==> config.mk <==
export PLATFORM = sky130hd
export DESIGN_NAME = branch_resolver
export DESIGN_NICKNAME = d
export VERILOG_FILES = /design/src/rtl/branch_resolver.sv
export SDC_FILE = /design/constraint.sdc
export NUM_CORES = 1
export LEC_CHECK = 0
export BUFFER_PORTS_ARGS = -buffer_cell sky130_fd_sc_hd__buf_4
export CAP_MARGIN = 15
export CORE_UTILIZATION = 50
export DETAILED_ROUTE_END_ITERATION = 10
export HOLD_SLACK_MARGIN = 0.06
export PLACE_DENSITY_LB_ADDON = 0.08
export SLEW_MARGIN = 20
export SYNTH_ARGS = -nofsm -noshare
export SYNTH_HDL_FRONTEND = slang
export SYNTH_SLANG_ARGS = --single-unit
==> constraint.sdc <==
create_clock -name clk -period 5.3 [get_ports clk]
set_input_delay 0.53 -clock clk [delete_from_list [all_inputs] [get_ports clk]]
set_output_delay 0.53 -clock clk [all_outputs]
set_load 0.02 [all_outputs]
==> src/rtl/branch_resolver.sv <==
`default_nettype none
// ============================================================================
//  Module   : branch_resolver
//  Purpose  : Resolution end of the branch-prediction loop. Conditional-branch
//             predictions are recorded in an in-order queue at fetch; each
//             execute-stage outcome is compared with the oldest prediction.
//             A correct prediction pulses call_bp (predictor reinforce); a
//             wrong one pulses bubble + flush, presents redirect_pc, clears
//             the queue and holds fetch for RECOVER_CYCLES cycles.
//  Revision : 1.0 - initial release
// ----------------------------------------------------------------------------
//  Ports
//    clk               in   clock, all state on posedge
//    reset             in   asynchronous active-high reset
//    fetch_branch      in   fetch issued a conditional branch
//    predicted_taken   in   predictor output qualified by fetch_branch
//    fetch_target      in   branch target PC
//    fetch_fallthrough in   PC+1 of the branch
//    resolve_valid     in   execute resolved the oldest branch
//    actual_taken      in   real outcome, qualified by resolve_valid
//    call_bp           out  1-cycle pulse: prediction correct
//    bubble            out  1-cycle pulse: mispredict recovery step
//    flush             out  1-cycle pulse: squash wrong-path instructions
//    redirect_pc       out  correct PC, valid while flush=1
//    stall_fetch       out  queue full or recovering
//    outstanding       out  queue occupancy (0..DEPTH)
//    num_branches      out  saturating resolved-branch count
//    num_mispredicts   out  saturating mispredict count
//    err_underflow     out  sticky: resolve arrived with empty queue
// ============================================================================
module branch_resolver #(
    parameter int WORD_SIZE      = 16,
    parameter int DEPTH          = 4,
    parameter int RECOVER_CYCLES = 2,
    parameter int CNT_W          = 16
) (
    input  logic                     clk,
    input  logic                     reset,
    input  logic                     fetch_branch,
    input  logic                     predicted_taken,
    input  logic [WORD_SIZE-1:0]     fetch_target,
    input  logic [WORD_SIZE-1:0]     fetch_fallthrough,
    input  logic                     resolve_valid,
    input  logic                     actual_taken,
    output logic                     call_bp,
    output logic                     bubble,
    output logic                     flush,
    output logic [WORD_SIZE-1:0]     redirect_pc,
    output logic                     stall_fetch,
    output logic [$clog2(DEPTH):0]   outstanding,
    output logic [CNT_W-1:0]         num_branches,
    output logic [CNT_W-1:0]         num_mispredicts,
    output logic                     err_underflow
);

    localparam int c_PTR_W = $clog2(DEPTH);
    localparam int c_OCC_W = c_PTR_W + 1;
    localparam int c_RC_W  = $clog2(RECOVER_CYCLES + 1);

    localparam logic [c_OCC_W-1:0] c_DEPTH   = c_OCC_W'(DEPTH);
    localparam logic [c_OCC_W-1:0] c_OCC_ONE = c_OCC_W'(1);
    localparam logic [c_PTR_W-1:0] c_PTR_ONE = c_PTR_W'(1);
    localparam logic [c_RC_W-1:0]  c_RC_LOAD = c_RC_W'(RECOVER_CYCLES);
    localparam logic [c_RC_W-1:0]  c_RC_ONE  = c_RC_W'(1);
    localparam logic [CNT_W-1:0]   c_CNT_MAX = '1;
    localparam logic [CNT_W-1:0]   c_CNT_ONE = CNT_W'(1);

    localparam logic [0:0] c_ST_RUN     = 1'b0;
    localparam logic [0:0] c_ST_RECOVER = 1'b1;

    // Queue storage: predicted direction plus the PC to use if it was wrong.
    logic                 r_q_pred [DEPTH];
    logic [WORD_SIZE-1:0] r_q_alt  [DEPTH];

    logic [c_PTR_W-1:0]   r_wr_ptr;
    logic [c_PTR_W-1:0]   r_rd_ptr;
    logic [c_OCC_W-1:0]   r_count;
    logic [0:0]           r_state;
    logic [c_RC_W-1:0]    r_rc_cnt;

    logic                 r_call_bp;
    logic                 r_bubble;
    logic                 r_flush;
    logic [WORD_SIZE-1:0] r_redirect_pc;
    logic [CNT_W-1:0]     r_num_branches;
    logic [CNT_W-1:0]     r_num_mispredicts;
    logic                 r_err_underflow;

    logic                 w_run;
    logic                 w_full;
    logic                 w_empty;
    logic                 w_res;
    logic                 w_mis;
    logic                 w_correct;
    logic                 w_push;
    logic                 w_underflow;
    logic                 w_head_pred;
    logic [WORD_SIZE-1:0] w_head_alt;

    always_comb begin
        w_run       = (r_state == c_ST_RUN);
        w_full      = (r_count == c_DEPTH);
        w_empty     = (r_count == '0);
        w_head_pred = r_q_pred[r_rd_ptr];
        w_head_alt  = r_q_alt[r_rd_ptr];
        w_res       = resolve_valid & w_run & ~w_empty;
        w_mis       = w_res & (w_head_pred != actual_taken);
        w_correct   = w_res & ~w_mis;
        w_underflow = resolve_valid & w_run & w_empty;
        // A full queue still accepts a branch when a correct resolve frees a
        // slot in the same cycle. A mispredict discards the incoming entry
        // because it is on the wrong path.
        w_push      = fetch_branch & w_run & (~w_full | w_correct) & ~w_mis;
    end

    // Storage carries no reset: occupancy and pointers define validity.
    always_ff @(posedge clk) begin
        if (w_push) begin
            r_q_pred[r_wr_ptr] <= predicted_taken;
            r_q_alt[r_wr_ptr]  <= predicted_taken ? fetch_fallthrough : fetch_target;
        end
    end

    always_ff @(posedge clk or posedge reset) begin
        if (reset) begin
            r_wr_ptr          <= '0;
            r_rd_ptr          <= '0;
            r_count           <= '0;
            r_state           <= c_ST_RUN;
            r_rc_cnt          <= '0;
            r_call_bp         <= 1'b0;
            r_bubble          <= 1'b0;
            r_flush           <= 1'b0;
            r_redirect_pc     <= '0;
            r_num_branches    <= '0;
            r_num_mispredicts <= '0;
            r_err_underflow   <= 1'b0;
        end else begin
            r_call_bp <= w_correct;
            r_bubble  <= w_mis;
            r_flush   <= w_mis;
            if (w_mis) begin
                r_redirect_pc <= w_head_alt;
            end

            if (w_res && (r_num_branches != c_CNT_MAX)) begin
                r_num_branches <= r_num_branches + c_CNT_ONE;
            end
            if (w_mis && (r_num_mispredicts != c_CNT_MAX)) begin
                r_num_mispredicts <= r_num_mispredicts + c_CNT_ONE;
            end
            if (w_underflow) begin
                r_err_underflow <= 1'b1;
            end

            case (r_state)
                c_ST_RUN: begin
                    if (w_mis) begin
                        r_state  <= c_ST_RECOVER;
                        r_rc_cnt <= c_RC_LOAD;
                    end
                end
                c_ST_RECOVER: begin
                    // Leaving on the count of one makes RECOVER last exactly
                    // RECOVER_CYCLES cycles including the flush cycle.
                    if (r_rc_cnt == c_RC_ONE) begin
                        r_state <= c_ST_RUN;
                    end
                    r_rc_cnt <= r_rc_cnt - c_RC_ONE;
                end
                default: begin
                    r_state <= c_ST_RUN;
                end
            endcase

            if (w_mis) begin
                r_wr_ptr <= '0;
                r_rd_ptr <= '0;
                r_count  <= '0;
            end else begin
                if (w_push) begin
                    r_wr_ptr <= r_wr_ptr + c_PTR_ONE;
                end
                if (w_res) begin
                    r_rd_ptr <= r_rd_ptr + c_PTR_ONE;
                end
                if (w_push && !w_res) begin
                    r_count <= r_count + c_OCC_ONE;
                end else if (!w_push && w_res) begin
                    r_count <= r_count - c_OCC_ONE;
                end
            end
        end
    end

    assign call_bp         = r_call_bp;
    assign bubble          = r_bubble;
    assign flush           = r_flush;
    assign redirect_pc     = r_redirect_pc;
    assign stall_fetch     = w_full | (r_state == c_ST_RECOVER);
    assign outstanding     = r_count;
    assign num_branches    = r_num_branches;
    assign num_mispredicts = r_num_mispredicts;
    assign err_underflow   = r_err_underflow;

endmodule
`default_nettype wire

==> impl_metrics.py <==
metrics = {
    "finish": {
        "layout_commonest_cell": "buf_4",
        "drive_gt1_share_pct": 40.1,
        "nets": 507,
        "syn2layout_area_growth_pct": 25.7,
        "diodes": 0,
        "final_cell_mix": "94 x buf_4, 68 x edfxtp_1, 60 x dfrtp_1",
        "postLayoutCoreUtil_pct": 64.4,
        "fin_cells": 614,
    },
    "clock_network": {
        "cts_max_level": 4,
        "clk_path_buf_depth": 2,
        "cts_resized": 0,
        "ctsHoldBuffers": 0,
        "root_buffer": "clkbuf_8",
        "cts.sinks": 129,
        "tritoncts": "yes",
        "cts_setup_buffers": 0,
        "cts_buffers": 17,
        "clk_pin_slew_ns": 0.07,
        "clock_latency_ns": 0.53,
    },
    "global_routing": {
        "globalRoute.busiestLayer": "met2",
        "use_met2_pct": 32.1,
        "grt_util_met3_pct": 4.96,
        "grt_pass1_wl_mm": 17.1,
        "antenna_found_initial": 0,
        "grt_pass1_vias": 3379,
        "use_met1_pct": 26.0,
        "grt_use_total_pct": 20.1,
        "globalRouteOverflowTotal": 0,
        "grt_max_degree": 62,
    },
    "die": {
        "die_area_um2": 11500,
        "initial_core_util_pct": 51.2,
        "core_um2": 10800,
        "die_y_um": 107,
        "io_pins": 94,
        "die_w_um": 107,
        "rows": 38,
    },
    "synth": {
        "avgSynthCellArea_um2": 15.4,
        "synth_area_um2": 5550,
        "synth.net_count": 407,
        "synthArstFlopShare_pct": 47.3,
        "ys_types": 49,
        "synth_edf_count": 68,
        "synthCells": 361,
        "synth_flop_cell": "edfxtp_1",
        "ys_warn_count": 0,
        "ys_seq_area_share_pct": 64.3,
        "synth-seq-cells": 129,
    },
    "power": {
        "power_mw": 3.77,
        "leakage_nw": 2.83,
        "powerDensity_nw_per_um2": 541,
        "peakVddDrop_uv": 261,
    },
    "drt": {
        "initialDrtViolationCount": 184,
        "vias": 3308,
        "drc": 0,
        "routed_via_density": 5.39,
        "wl_per_cell_um": 16.8,
        "ant_nets": 0,
        "wl_mm": 10.3,
        "first_pass_iters": 4,
    },
    "critical_path": {
        "rr_endpoint": "r_q_alt[3][6]$_DFFE_PP_",
        "path_cells": "mux2i_1 > mux2_2 > nand3_4 > and3_1",
        "cp_max_fo": 32,
        "critPathCaptureType": "flop",
        "cp_slowest_cell": "dfrtp_1",
        "r2r_slack_ns": 2.09,
        "crit_required_ns": 5.45,
        "cp_slowest_stage_delay_ns": 0.91,
        "r2r_cells": 4,
        "critical_path_class": "reg2reg",
        "arrival_ns": 3.35,
        "r2r-start": "r_rd_ptr[1]$_DFFE_PP0P_",
        "startpoint_type": "flop",
        "cp-startpoint": "r_rd_ptr[1]$_DFFE_PP0P_",
    },
    "job": {
        "drv_cap": 0,
    },
    "timing": {
        "setup_slack_ns": 2.09,
        "rsz0062_at_grt": "false",
        "final-hold-violation-count": 0,
        "relSlewSlack_pct": 40.4,
        "timing.final.crit_share_pct": 60.5,
        "period_needed_ns": 3.21,
        "fmax_mhz": 312,
        "tightest_slew_ns": 0.894,
        "setup_viol": 0,
        "finClkSkew_ns": 0.0123,
        "fin_tns_setup_ns": 0,
        "final-max-slew-violation-count": 0,
    },
    "worst_hold_path": {
        "worstHoldPathType": "in2async",
    },
    "placed_design": {
        "place_congestion": 0.733,
        "place_ws_ns": 2.06,
        "port_buffers": 93,
        "dp_hpwl_mm": 6.52,
        "dpl.cell_count": 582,
    },
    "status": {
        "outcome": "complete, no violations",
    },
}
==> per-stage QoR <==
step	cell area, um2	hold slack, ns
after floorplan	5550	0.454
after global placement	6360	0.461
after global routing	6980	0.323
after detailed placement	6360	0.472
final	6980	0.253
after CTS	6980	0.262
==> registers in the layout, indices dropped and copies added (netlist names), 2 cells and up <==
name / flops
r_q_alt: 64
num_branches: 16
num_mispredicts: 16
redirect_pc: 16
r_q_pred: 4
outstanding: 3
r_rc_cnt: 2
r_rd_ptr: 2
r_wr_ptr: 2
==> synth_stat cells, drive strengths merged, types with 2 or more instances <==
cell type,number,area [um2]
and4,3,26.3
nor2,17,63.8
dfrtp,61,1530
xnor2,18,158
buf,9,58.8
mux2i,6,76.3
nand2,17,63.8
a211oi,2,20.0
o21ai,4,20.0
clkbuf,4,15.0
inv,12,45.0
ha,7,87.6
nand4,9,56.3
nor4,3,40.0
and3,9,56.3
nor2b,3,18.8
a21oi,5,25.0
edfxtp,68,2040
nand3,16,92.6
nand2b,3,18.8
mux2,36,405
xor2,10,87.6
mux4,16,360
nor3,8,55.1
nor3b,2,15.0
==> worst max path at each step <==
stage	end	slack, ns	depth (start not counted)
after global routing	r_q_alt[0][6]$_DFFE_PP_	1.86	4
after global placement	r_q_alt[1][15]$_DFFE_PP_	2.09	4
after floorplan	r_q_alt[0][0]$_DFFE_PP_	3.16	5
after CTS	r_q_alt[0][6]$_DFFE_PP_	2.01	4
after detailed placement	r_q_alt[1][2]$_DFFE_PP_	2.06	4
final	r_q_alt[3][6]$_DFFE_PP_	2.09	4
==> area by class of cell <==
type,count,area (um2)
clock buffers,19,442
clock inverters,13,176
fillers,797,3860
inverters,12,45.0
multi-input cells,207,1860
flip-flops and latches,129,3570
well taps,140,175
repair buffers,94,706
==> per-layer routing <==
| metal | wire (um) | vias to the layer above |
|---|---|---|
| met5 | 0 | - |
| met4 | 220 | 0 |
| met3 | 426 | 22 |
| met2 | 5090 | 97 |
| met1 | 4570 | 1641 |
| li1 | - | 1548 |
==> cells by family after synthesis <==
logic type | after synthesis | share of synthesized area (%)
buf+inv | 25 | 2.14
xor+xnor | 28 | 4.42
fa+ha+maj | 8 | 1.94
simple gates | 93 | 9.49
flops | 129 | 64.3
compound gates | 20 | 2.55
mux | 58 | 15.2
==> power by group <==
part | total [mW] | switching [mW] | internal, mW
Sequential | 1.51 | 0.211 | 1.30
Combinational | 1.05 | 0.542 | 0.513
Clock | 1.20 | 0.454 | 0.751
Total | 3.77 | 1.21 | 2.57
==> critical path: cells and delay by family (launching register included) <==
kind | cells | cell delay (ns)
DFF | 1 | 0.91
and+or+nand+nor | 2 | 1.21
muxes | 2 | 0.68
No activity file was read; power rests on OpenSTA's default activity.
